**config.mk**
```make
export PLATFORM = sky130hd
export DESIGN_NAME = cycle_cnt_sync
export DESIGN_NICKNAME = d
export VERILOG_FILES = /design/src/rtl/cycle_cnt_sync.sv
export SDC_FILE = /design/constraint.sdc
export NUM_CORES = 1
export LEC_CHECK = 0
export ABC_AREA = 1
export CAP_MARGIN = 20
export CORE_MARGIN = 2
export CORE_UTILIZATION = 51
export DETAILED_ROUTE_END_ITERATION = 10
export PLACE_DENSITY = 0.78
export SYNTH_ARGS = -nofsm -noshare
export SYNTH_HDL_FRONTEND = slang
export SYNTH_SLANG_ARGS = --single-unit
```
**constraint.sdc**
```tcl
create_clock -name clk -period 2.7 [get_ports clk]
set_clock_uncertainty 0.05 [all_clocks]
set_input_delay 0.405 -clock clk [delete_from_list [all_inputs] [get_ports clk]]
set_output_delay 0.405 -clock clk [all_outputs]
set_load 0.05 [all_outputs]
```
**src/rtl/cycle_cnt_sync.sv**
```systemverilog
// Ultrasound phase counter and modulation index, aligned to a host-supplied absolute sync time.
// Optional feature: define CYCLE_CNT_SYNC_LATE_ALIGN_EN to align late targets instead of rejecting them.
module cycle_cnt_sync #(
  parameter int CYCLE_WIDTH   = 9,
  parameter int MOD_IDX_WIDTH = 12
) (
  input  logic                     clk,
  input  logic                     rst_n,
  input  logic [63:0]              sys_time,
  input  logic                     sync_req,
  input  logic [63:0]              sync_time,
  input  logic [15:0]              mod_div,
  input  logic [MOD_IDX_WIDTH-1:0] mod_cycle,
  output logic                     sync_ack,
  output logic [CYCLE_WIDTH-1:0]   cycle_cnt,
  output logic                     cycle_start,
  output logic [MOD_IDX_WIDTH-1:0] mod_idx,
  output logic                     synced,
  output logic                     time_err
);

  typedef enum logic [1:0] {ST_UNSYNC, ST_ARMED, ST_RUN} state_t;

  state_t                   state_reg, state_next;
  logic [CYCLE_WIDTH-1:0]   cycle_cnt_reg, cycle_cnt_next;
  logic                     cycle_start_reg, cycle_start_next;
  logic [MOD_IDX_WIDTH-1:0] mod_idx_reg, mod_idx_next;
  logic [15:0]              div_reg, div_next;
  logic                     synced_reg, synced_next;
  logic                     time_err_reg, time_err_next;
  logic                     sync_ack_reg, sync_ack_next;
  logic [63:0]              target_reg, target_next;
  logic [63:0]              prev_time_reg;
  logic                     prev_valid_reg;
  logic                     req_block_reg, req_block_next;

  logic                     disc;
  logic                     accept;
  logic                     late;
  logic                     wrap;
  logic [15:0]              mod_div_m1;
  logic [MOD_IDX_WIDTH-1:0] mod_cycle_m1;

  assign disc   = prev_valid_reg && (sys_time != prev_time_reg + 64'd1);
  assign accept = sync_req && !req_block_reg && (state_reg != ST_ARMED);
  assign late   = !(sync_time > sys_time);
  assign wrap   = (cycle_cnt_reg == '1);

  // A zero divider or loop length behaves like one.
  assign mod_div_m1   = (mod_div == 16'd0) ? 16'd0 : mod_div - 16'd1;
  assign mod_cycle_m1 = (mod_cycle == '0) ? '0 : mod_cycle - MOD_IDX_WIDTH'(1);

  always_comb begin
    state_next     = state_reg;
    cycle_cnt_next = cycle_cnt_reg + CYCLE_WIDTH'(1);
    mod_idx_next   = mod_idx_reg;
    div_next       = div_reg;
    synced_next    = synced_reg;
    time_err_next  = time_err_reg;
    sync_ack_next  = 1'b0;
    target_next    = target_reg;
    req_block_next = req_block_reg && sync_req;

    // Modulation advances only while locked, including while re-armed from RUN.
    if (synced_reg && wrap) begin
      if (div_reg >= mod_div_m1) begin
        div_next     = 16'd0;
        mod_idx_next = (mod_idx_reg >= mod_cycle_m1) ? '0 : mod_idx_reg + MOD_IDX_WIDTH'(1);
      end else begin
        div_next = div_reg + 16'd1;
      end
    end

    if (accept) begin
      sync_ack_next  = 1'b1;
      req_block_next = 1'b1;
    end

    if (disc) begin
      time_err_next = 1'b1;
      synced_next   = 1'b0;
      state_next    = ST_UNSYNC;
      mod_idx_next  = '0;
      div_next      = 16'd0;
    end else if (state_reg == ST_ARMED && sys_time == target_reg) begin
      cycle_cnt_next = '0;
      mod_idx_next   = '0;
      div_next       = 16'd0;
      synced_next    = 1'b1;
      state_next     = ST_RUN;
    end else if (accept) begin
      time_err_next = 1'b0;
      target_next   = sync_time;
      if (!late) begin
        state_next = ST_ARMED;
      end else begin
`ifdef CYCLE_CNT_SYNC_LATE_ALIGN_EN
        cycle_cnt_next = CYCLE_WIDTH'(sys_time - sync_time + 64'd1);
        mod_idx_next   = '0;
        div_next       = 16'd0;
        synced_next    = 1'b1;
        state_next     = ST_RUN;
`else
        time_err_next = 1'b1;
`endif
      end
    end

    cycle_start_next = (cycle_cnt_next == '0);
  end

  always_ff @(posedge clk or negedge rst_n) begin
    if (!rst_n) begin
      state_reg       <= ST_UNSYNC;
      cycle_cnt_reg   <= '0;
      cycle_start_reg <= 1'b0;
      mod_idx_reg     <= '0;
      div_reg         <= 16'd0;
      synced_reg      <= 1'b0;
      time_err_reg    <= 1'b0;
      sync_ack_reg    <= 1'b0;
      target_reg      <= 64'd0;
      prev_time_reg   <= 64'd0;
      prev_valid_reg  <= 1'b0;
      req_block_reg   <= 1'b0;
    end else begin
      state_reg       <= state_next;
      cycle_cnt_reg   <= cycle_cnt_next;
      cycle_start_reg <= cycle_start_next;
      mod_idx_reg     <= mod_idx_next;
      div_reg         <= div_next;
      synced_reg      <= synced_next;
      time_err_reg    <= time_err_next;
      sync_ack_reg    <= sync_ack_next;
      target_reg      <= target_next;
      prev_time_reg   <= sys_time;
      prev_valid_reg  <= 1'b1;
      req_block_reg   <= req_block_next;
    end
  end

  assign sync_ack    = sync_ack_reg;
  assign cycle_cnt   = cycle_cnt_reg;
  assign cycle_start = cycle_start_reg;
  assign mod_idx     = mod_idx_reg;
  assign synced      = synced_reg;
  assign time_err    = time_err_reg;

endmodule

```
# After elaboration in Yosys (flattened, before gate mapping)
# Index checks and enable logic that the tools add are counted.
# classes
n_mux,25
n_eq_ne,6
magnitude_cmp,3
bitwise,2
add_sub_neg,6
n_reduce_logical,20
# op_table
operator,n
16-bit 2-to-1 mux,5
12-bit 2-to-1 mux,6
"64-bit by 1-bit adder with 64-bit output, second input constant",1
64-bit equality test,1
64-bit greater-than comparator,1
64-bit inequality test,1
9-bit 2-to-1 mux,2
"16-bit by 1-bit adder with 16-bit output, second input constant",1
16-bit >= comparator,1
16-bit logical NOT,1
"16-bit by 1-bit subtractor with 16-bit output, second input constant",1
"12-bit by 1-bit adder with 12-bit output, second input constant",1
12-bit >= comparator,1
12-bit logical NOT,1
3-bit nonzero test,4
"12-bit by 1-bit subtractor with 12-bit output, second input constant",1
"9-bit by 1-bit adder with 9-bit output, second input constant",1
"9-bit equality test, second input constant",1
9-bit logical NOT,1
1-bit 2-to-1 mux,8
2-bit 2-to-1 mux,4
1-bit logical AND,6
2-bit AND reduction,3
2-bit nonzero test,2
6 further kinds,7
# totals
ff_bits,173
word_cells,74
out_inout_bits,25

# Logic depth before layout (Yosys ltp)
# Gate-level depths: netlist of the first run.
# depth
ltp_word,8
mapped_depth,23
ltp_nobuf,23

# Worst setup path before layout of the first run
# OpenSTA, ideal clock, no wires.
# synth_path
path_type,input-to-reg
start,in mod_cycle[5]
end,"reg mod_idx_reg[2], in the netlist mod_idx[2]"
slack_ns,-0.529
setup_ns,0.066
required_ns,2.584
path_stages,19
arrival_ns,3.113
path_buffers,0
path_cell_list,nor2_1 > nand2_1 > inv_1 > nand2_1 > nor4_1 > inv_1 > o21ai_0 > ha_1 > nand2_1 > nor2_1 > a211oi_1 > o21ai_0 > nand3_1 > a21oi_1 > nor3_1 > inv_1 > nor3_1 > nand2_1 > nand2_1
# synth_via
elab_chain_len,8
# synth_rtl
element,line_no,source
from (decl),13,"input logic [MOD_IDX_WIDTH-1:0] mod_cycle,"
12-bit by 1-bit subtractor with 12-bit output / 12-bit logical NOT (equally long branches),51,assign mod_cycle_m1 = (mod_cycle == '0) ? '0 : mod_cycle - MOD_IDX_WIDTH'(1);
12-bit 2-to-1 mux *,51,
12-bit >= comparator *,68,mod_idx_next = (mod_idx_reg >= mod_cycle_m1) ? '0 : mod_idx_reg + MOD_IDX_WIDTH'(1);
12-bit 2-to-1 mux *,68,
12-bit 2-to-1 mux *,66,if (div_reg >= mod_div_m1) begin
12-bit 2-to-1 mux *,65,if (synced_reg && wrap) begin
12-bit 2-to-1 mux *,85,end else if (state_reg == ST_ARMED && sys_time == target_reg) begin
12-bit 2-to-1 mux *,79,if (disc) begin
to (signal assigned),130,mod_idx_reg <= mod_idx_next;
to (decl),27,"logic [MOD_IDX_WIDTH-1:0] mod_idx_reg, mod_idx_next;"
# Mark *: on every way between the ends. The rest lies on a longest branch, timed or not. The select of a mux whose other input is x is not followed.
# A chain may end at the register's enable or synchronous reset.

# Worst setup path after layout of the first run
# layout_path
start,reg prev_time_reg[0]
end,reg target_reg[33]
# layout_via
elab_chain_len,5
# layout_rtl
element,line_no,source
from (decl),33,logic [63:0] prev_time_reg;
from (signal assigned),136,prev_time_reg <= sys_time;
64-bit by 1-bit adder with 64-bit output,44,assign disc = prev_valid_reg && (sys_time != prev_time_reg + 64'd1);
64-bit inequality test,44,
1-bit logical AND,44,
1-bit NOT (no source line),n/a,
3-bit AND reduction (no source line),n/a,
to (signal assigned),135,target_reg <= target_next;
to (decl),32,"logic [63:0] target_reg, target_next;"
# No other way between the ends.

==> impl_metrics.csv, run 1 <==
group,metric,value,unit
global_routing,first_global_vias,17028,
floorplan,die_width,169,um
yosys,ys_types,46,
clock_tree,worstSkewPairLatency,0.46,ns
critical_path,arrival,3.71,ns
place,place_hpwl,39200,um
clock_tree,htreeDepth,4,
yosys,synth_nets,2311,
global_routing,grt_pass1_wl,87500,um
sta,max_freq,0.290,GHz
yosys,yosys.area_share.simple,0.347,
outcome,status,"finished, violations left",
detailed_routing,drc,2,
yosys,yosysWarnings,0,
critical_path,r2r_slack,-0.74,ns
yosys,synthXorXnorAreaFrac,0.0733,
clock_tree,cts_tree,"done",
power,power_frac_seq,0.351,
critical_path,setup.worst_path.start_class,"flop",
power,p_int,5.55,mW
power,peakVddDrop,442,uV
detailed_routing,drtIter0Drc,2321,
detailed_routing,detail-route-antenna-nets,0,
cells_and_area,multiInputGateArea,0.00944,mm2
yosys,ys_seq_elements,173,
clock_tree,path_clk_slew,0.09,ns
yosys,synth_compound_area_frac,0.0897,
yosys,async_reset_ff_frac,1.00,
global_routing,antenna_found_initial,3,
sta,whs,0.219,ns
floorplan,die_area,0.0285,mm2
sta,finalWorstSetupSlack,-0.744,ns
cells_and_area,nFillCells,1569,
power,p_switching,3.20,mW
power,swShare,0.366,
critical_path,critPathCaptureType,"flop",
critical_path,rr_worst_depth,24,
yosys,synth_edf_count,0,
yosys,avgSynthCellArea,6.76,um2
cells_and_area,syn_to_final_growth,56.8,%
critical_path,rr_endpoint,"target_reg[33]",
detailed_routing,routed-via-count,17989,
power,powerDensity,403,mW/mm2
critical_path,crit_top_cell,"nand2_1",
critical_path,worstSetupPathType,"reg2reg",
sta,finalSetupViolCount,106,
worst_hold_path,holdPathEnd,"prev_time_reg[21]",
floorplan,initial_core_util,0.517,
sta,tightest_slew,0.847,ns
yosys,muxShareOfSynthArea,0,
global_routing,grt_usage,0.392,
clock_tree,clockBufferDepth,2,
cells_and_area,nNetsFinal,2926,
place,pre_cts_slack,-1.20,ns
power,total_power,8.76,mW
sta,timing.final.crit_period,3.44,ns
critical_path,critPathMaxStageDelay,0.37,ns
cells_and_area,stdcell_count,3023,
critical_path,r2r-start,"prev_time_reg[0]",
worst_hold_path,hold_class,"in2reg",
global_routing,grt_max_degree,68,
flow_run,drv_cap,0,
worst_hold_path,worstHoldPathCells,1,
worst_hold_path,worstHoldStart,"sys_time[21]",
cells_and_area,layout_commonest_cell,"nand2_1",
cells_and_area,final_cell_mix,"nand2_1 (507), buf_4 (380), inv_1 (255), nor2_1 (238), dfrtp_1 (172)",
detailed_routing,vias_per_cell,5.95,
power,clockPowerShare,0.308,
sta,hold_viol,0,
yosys,netlist_area,0.0139,mm2
critical_path,crit_slowest_cell,"dfrtp_1",
sta,slew_violations,0,
sta,slew_headroom,0.430,
cells_and_area,drive_gt1_frac,0.279,
yosys,ys_seq_area_frac,0.312,
detailed_routing,wl_per_cell,21.2,um
clock_tree,cts_buffers,17,
critical_path,crit_chain,"ha_2 > inv_2 > nor2_4 > buf_6 > nand2_8 > nor2_4 > buf_12 > nand2_4 > nand2_2 > nand2_1 > nand2_1 > nand2_1 > nor2_1 > nand2_1 > nor2_2 > nand3_2 > o21bai_4 > nand2_2 > nor2_4 > buf_12 > buf_8 > buf_12 > nand2_4 > o21ai_2",
yosys,yosys.area_share.adder,0.0912,
yosys,synth_ff_type,"dfrtp_1",
detailed_routing,dr.pass1.iters,11,
critical_path,required,2.97,ns
clock_tree,cts_sinks,173,
place,dp_cells,2916,
detailed_routing,routed_wl,64100,um
cells_and_area,seqCellArea,0.00433,mm2
sta,grt_setup_unrepaired,"yes",
power,p_leak,10.8,nW
yosys,synth_top_family_by_area,"simple AND/OR/NAND/NOR gates",
floorplan,rows,60,
floorplan,fp.coreArea,0.0268,mm2
outcome,violations,"DRC, setup timing",
place,gp_congestion,0.991,
floorplan,ioPinCount,184,
power,combPwrFrac,0.340,
place,portBuffers,183,
sta,fin_crit_sh,1.28,
floorplan,die_y,169,um
global_routing,grt_overflow,0,
yosys,postSynthCellCount,2051,
clock_tree,cts_root_buffer,"clkbuf_16",
critical_path,crit_fanout,7,
[cells in the mapped netlist, drive strengths merged (4+ instances only)]
master / number / area (um2)
nand2: 611 / 2310
nor2: 285 / 1100
inv: 265 / 995
dfrtp: 173 / 4330
o21ai: 131 / 656
nand3: 106 / 536
ha: 101 / 1260
xor2: 84 / 736
a21oi: 50 / 262
nand4: 48 / 300
nor3: 45 / 225
xnor2: 32 / 280
buf: 17 / 151
nor4: 13 / 81.3
nand3b: 12 / 90.1
o21bai: 12 / 93.8
clkbuf: 11 / 41.3
nor3b: 9 / 67.6
a21boi: 8 / 60.1
or2: 7 / 43.8
a211oi: 4 / 30.0
nor4b: 4 / 35.0
o21a: 4 / 30.0
[cell type report]
class | instances | share of cell area
Antenna cell | 3 | 0.000345
Clock buffer | 17 | 0.0196
Clock inverter | 15 | 0.00990
Inverter | 266 | 0.0462
Multi-Input combinational cell | 1584 | 0.435
Sequential cell | 173 | 0.199
Tap cell | 341 | 0.0196
Timing Repair Buffer | 623 | 0.270
Timing Repair inverter | 1 | 0.000173
[power by group through the flow]
| stage | combinational [mW] | sequential [mW] | clock (mW) |
|---|---|---|---|
| after floorplan | 1.06 | 3.06 | 0 |
| after global placement | 2.21 | 3.05 | 0 |
| after detailed placement | 2.29 | 3.07 | 0 |
| after CTS | 2.55 | 3.03 | 2.65 |
| after global routing | 3.14 | 3.09 | 2.80 |
| final | 2.98 | 3.08 | 2.70 |
[timing repair]
item                                   in CTS  in global routing
resized for setup                         240                190
pin swaps                                  62                 41
setup endpoints to repair                 106                106
hold buffers                                1                  0
endpoints found under the hold margin      62                  0
cloned                                     16                  8
buffers inserted                           37                 15
[per-stage QoR]
stage,cell area [um2],util,TNS [ns]
after CTS,20800,0.777,-32.67
final,21700,0.811,-55.96
after global placement,18900,0.705,-65.25
after floorplan,14000,-,-2.90
after global routing,21700,0.811,-66.74
after detailed placement,18900,0.705,-68.89
[worst max-delay path, delay by kind of cell, from the launching register on]
kind	cells	cell delay [ns]
AOI/OAI and AO/OA	2	0.37
adders and majority gates	1	0.20
buffers and inverters	6	0.80
and+or+nand+nor	15	1.49
DFF	1	0.37
[kinds of logic (layout without fill, tap and decap cells)]
kind of cell | after synthesis | count (layout)
buffers and inverters | 294 | 922
AO/OA/AOI/OAI | 223 | 223
adder cells (fa/ha/maj) | 101 | 101
flip-flops | 173 | 173
other | 1 | 4
AND/OR/NAND/NOR | 1143 | 1143
XOR/XNOR | 116 | 116
[worst max path at each step]
stage | start | endpoint
global route | prev_time_reg[0] | target_reg[33]
detailed placement | mod_div[2] | mod_idx[3]
global placement | mod_div[1] | mod_idx[6]
floorplan | mod_div[1] | mod_idx[7]
CTS | prev_time_reg[0] | mod_idx[1]
finish | prev_time_reg[0] | target_reg[33]
[layer usage]
| layer | routed length [um] | global-route usage |
|---|---|---|
| met1 | 22700 | 0.474 |
| met2 | 28900 | 0.660 |
| met3 | 7510 | 0.0795 |
| met4 | 4990 | 0.209 |
| met5 | 0 | 0 |
Power figures use the tool's default switching activity.
==> inputs of run 2 (changes only) <==
==> constraint.sdc (replaced) <==
create_clock -name clk -period 2.7 [get_ports clk]
set_clock_uncertainty 0.05 [all_clocks]
set_input_delay 0.54 -clock clk [delete_from_list [all_inputs] [get_ports clk]]
set_output_delay 0.54 -clock clk [all_outputs]
set_load 0.05 [all_outputs]
==> run 2 against run 1 <==
Compared with the run above: the run ends with setup timing left; first-iteration DRC count decreased by 34%; register-to-register slack improved by 0.25 ns; worst hold slack improved by 0.17 ns; combinational power decreased by 8.7%; highest routed layer unchanged; setup slack improved by 0.25 ns; cell area decreased by 2.1%; wire length decreased by 11%.
==> impl_metrics.csv, run 2 (synthesis gave the netlist of run 1 again) <==
group,metric,value,unit
outcome,violations,"setup timing",
cells_and_area,layout_commonest_cell,"nand2_1",
outcome,status,"finished, violations left",
critical_path,setup.worst_path.start_class,"flop",
critical_path,critPathCaptureType,"flop",
critical_path,arrival,3.54,ns
critical_path,required,3.05,ns
critical_path,worstSetupPathType,"reg2reg",
cells_and_area,drive_gt1_frac,0.270,
sta,finalSetupViolCount,106,
global_routing,grt_overflow,0,
cells_and_area,nNetsFinal,2963,
floorplan,ioPinCount,184,
power,powerDensity,392,mW/mm2
floorplan,die_area,0.0285,mm2
critical_path,crit_slowest_cell,"dfrtp_1",
detailed_routing,routed_wl,57000,um
detailed_routing,routed-via-count,16948,
floorplan,die_width,169,um
place,portBuffers,183,
clock_tree,path_clk_slew,0.09,ns
sta,fin_crit_sh,1.18,
detailed_routing,vias_per_cell,5.54,
global_routing,grt_usage,0.384,
floorplan,die_y,169,um
power,p_leak,10.6,nW
place,place_hpwl,41300,um
detailed_routing,drc,0,
detailed_routing,drtIter0Drc,1537,
clock_tree,cts_buffers,17,
flow_run,drv_cap,0,
floorplan,initial_core_util,0.517,
critical_path,crit_chain,"nand2_1 > nor2_1 > nand2_1 > nor2_1 > nand2_1 > a21oi_1 > nand2_1 > nor2_1 > nand3_1 > nor2_1 > nand3_1 > o21bai_4 > nand2_4 > nor2_4 > buf_12 > buf_6 > buf_16 > nand2_2 > nand2_2",
critical_path,crit_fanout,9,
detailed_routing,wl_per_cell,18.6,um
worst_hold_path,hold_class,"in2reg",
sta,hold_viol,0,
sta,whs,0.389,ns
cells_and_area,stdcell_area,0.0213,mm2
sta,timing.final.crit_period,3.19,ns
sta,max_freq,0.313,GHz
clock_tree,worstSkewPairLatency,0.46,ns
critical_path,critPathMaxStageDelay,0.40,ns
global_routing,grt_pass1_wl,85800,um
place,place_area,0.0192,mm2
global_routing,grt_max_degree,47,
clock_tree,cts_sinks,173,
clock_tree,clockBufferDepth,2,
sta,slew_headroom,0.644,
clock_tree,htreeDepth,4,
sta,grt_setup_unrepaired,"yes",
floorplan,rows,60,
place,dp_cells,2957,
sta,tightest_slew,0.534,ns
global_routing,first_global_vias,16840,
cells_and_area,syn_to_final_growth,53.5,%
cells_and_area,final_cell_mix,"nand2_1 (538), buf_4 (432), inv_1 (248), nor2_1 (244), dfrtp_1 (172)",
sta,slew_violations,0,
detailed_routing,detail-route-antenna-nets,0,
power,peakVddDrop,365,uV
sta,finalWorstSetupSlack,-0.491,ns
floorplan,fp.coreArea,0.0268,mm2
clock_tree,cts_tree,"done",
critical_path,r2r_slack,-0.49,ns
cells_and_area,stdcell_count,3061,
clock_tree,cts_root_buffer,"clkbuf_16",
global_routing,antenna_found_initial,3,
detailed_routing,dr.pass1.iters,6,
place,gp_congestion,1.00,
[run 2: cell count changes in the layout (fill, tap and decap cells not counted), moves of 7 or more]
cell             change
inv_1                -7
buf_16              -11
a21boi_2             +7
nand2_4             -27
o21ai_1             +24
clkdlybuf4s50_1     -16
buf_4               +52
o21ai_0             +19
inv_2                +7
dlygate4sd2_1       +15
o21ai_2             -37
nand2_1             +31
[run 2: what timing repair did]
item,4_1_cts,5_1_grt
hold buffers,1,0
hold endpoints to repair,4,0
gates resized for setup,177,156
pin swaps,30,39
endpoints found under the setup margin,106,106
gates cloned,10,3
setup buffers,44,18
[run 2: worst paths after layout]
check,start,end,cells past startpoint
min in group asynchronous,rst_n,prev_time_reg[0],2
max in group asynchronous,rst_n,target_reg[42],3
worst max-delay path,prev_time_reg[6],target_reg[18],19
worst max register to register,prev_time_reg[6],target_reg[18],19
worst min-delay path,sys_time[0],prev_time_reg[0],1
worst min register to register,cycle_cnt[0],cycle_cnt[0],1
[run 2: per-layer routing]
layer,global-route usage,part of all wire,vias to the layer above
li1,-,-,7907
met1,0.470,0.39,7942
met2,0.652,0.48,865
met3,0.0774,0.081,234
met4,0.183,0.052,0
met5,0,0,-
[run 2: layout make-up]
type / instances / area [um2]
Sequential cell: 173 / 4330
Fill cell: 1855 / 5530
Timing Repair inverter: 1 / 5.00
Tap cell: 341 / 427
Timing Repair Buffer: 660 / 5800
Clock inverter: 14 / 173
Inverter: 266 / 1000
Multi-Input combinational cell: 1584 / 9090
Antenna cell: 4 / 10.0
Clock buffer: 18 / 429
[run 2: through the flow]
step / setup slack (ns) / util / power [mW] / TNS, ns
2_1_floorplan: -0.286 / - / 4.12 / -6.24
3_3_place_gp: -1.14 / 0.717 / 5.33 / -82.59
3_5_place_dp: -1.32 / 0.717 / 5.42 / -88.90
4_1_cts: -0.342 / 0.775 / 8.09 / -27.89
5_1_grt: -0.632 / 0.794 / 8.67 / -57.99
6_report: -0.491 / 0.794 / 8.34 / -42.91
[run 2: critical path, delay by kind of cell, from the launching register on]
family	cells	cell delay, ns
simple gates	14	1.85
buf+inv	3	0.41
flops	1	0.40
compound gates	2	0.40
[run 2: power by group]
| part | total, mW | switching, mW | internal (mW) | leakage, nW |
|---|---|---|---|---|
| registers | 3.04 | 0.196 | 2.85 | 2.14 |
| logic | 2.72 | 1.44 | 1.28 | 8.14 |
| clock network | 2.57 | 1.32 | 1.25 | 0.290 |
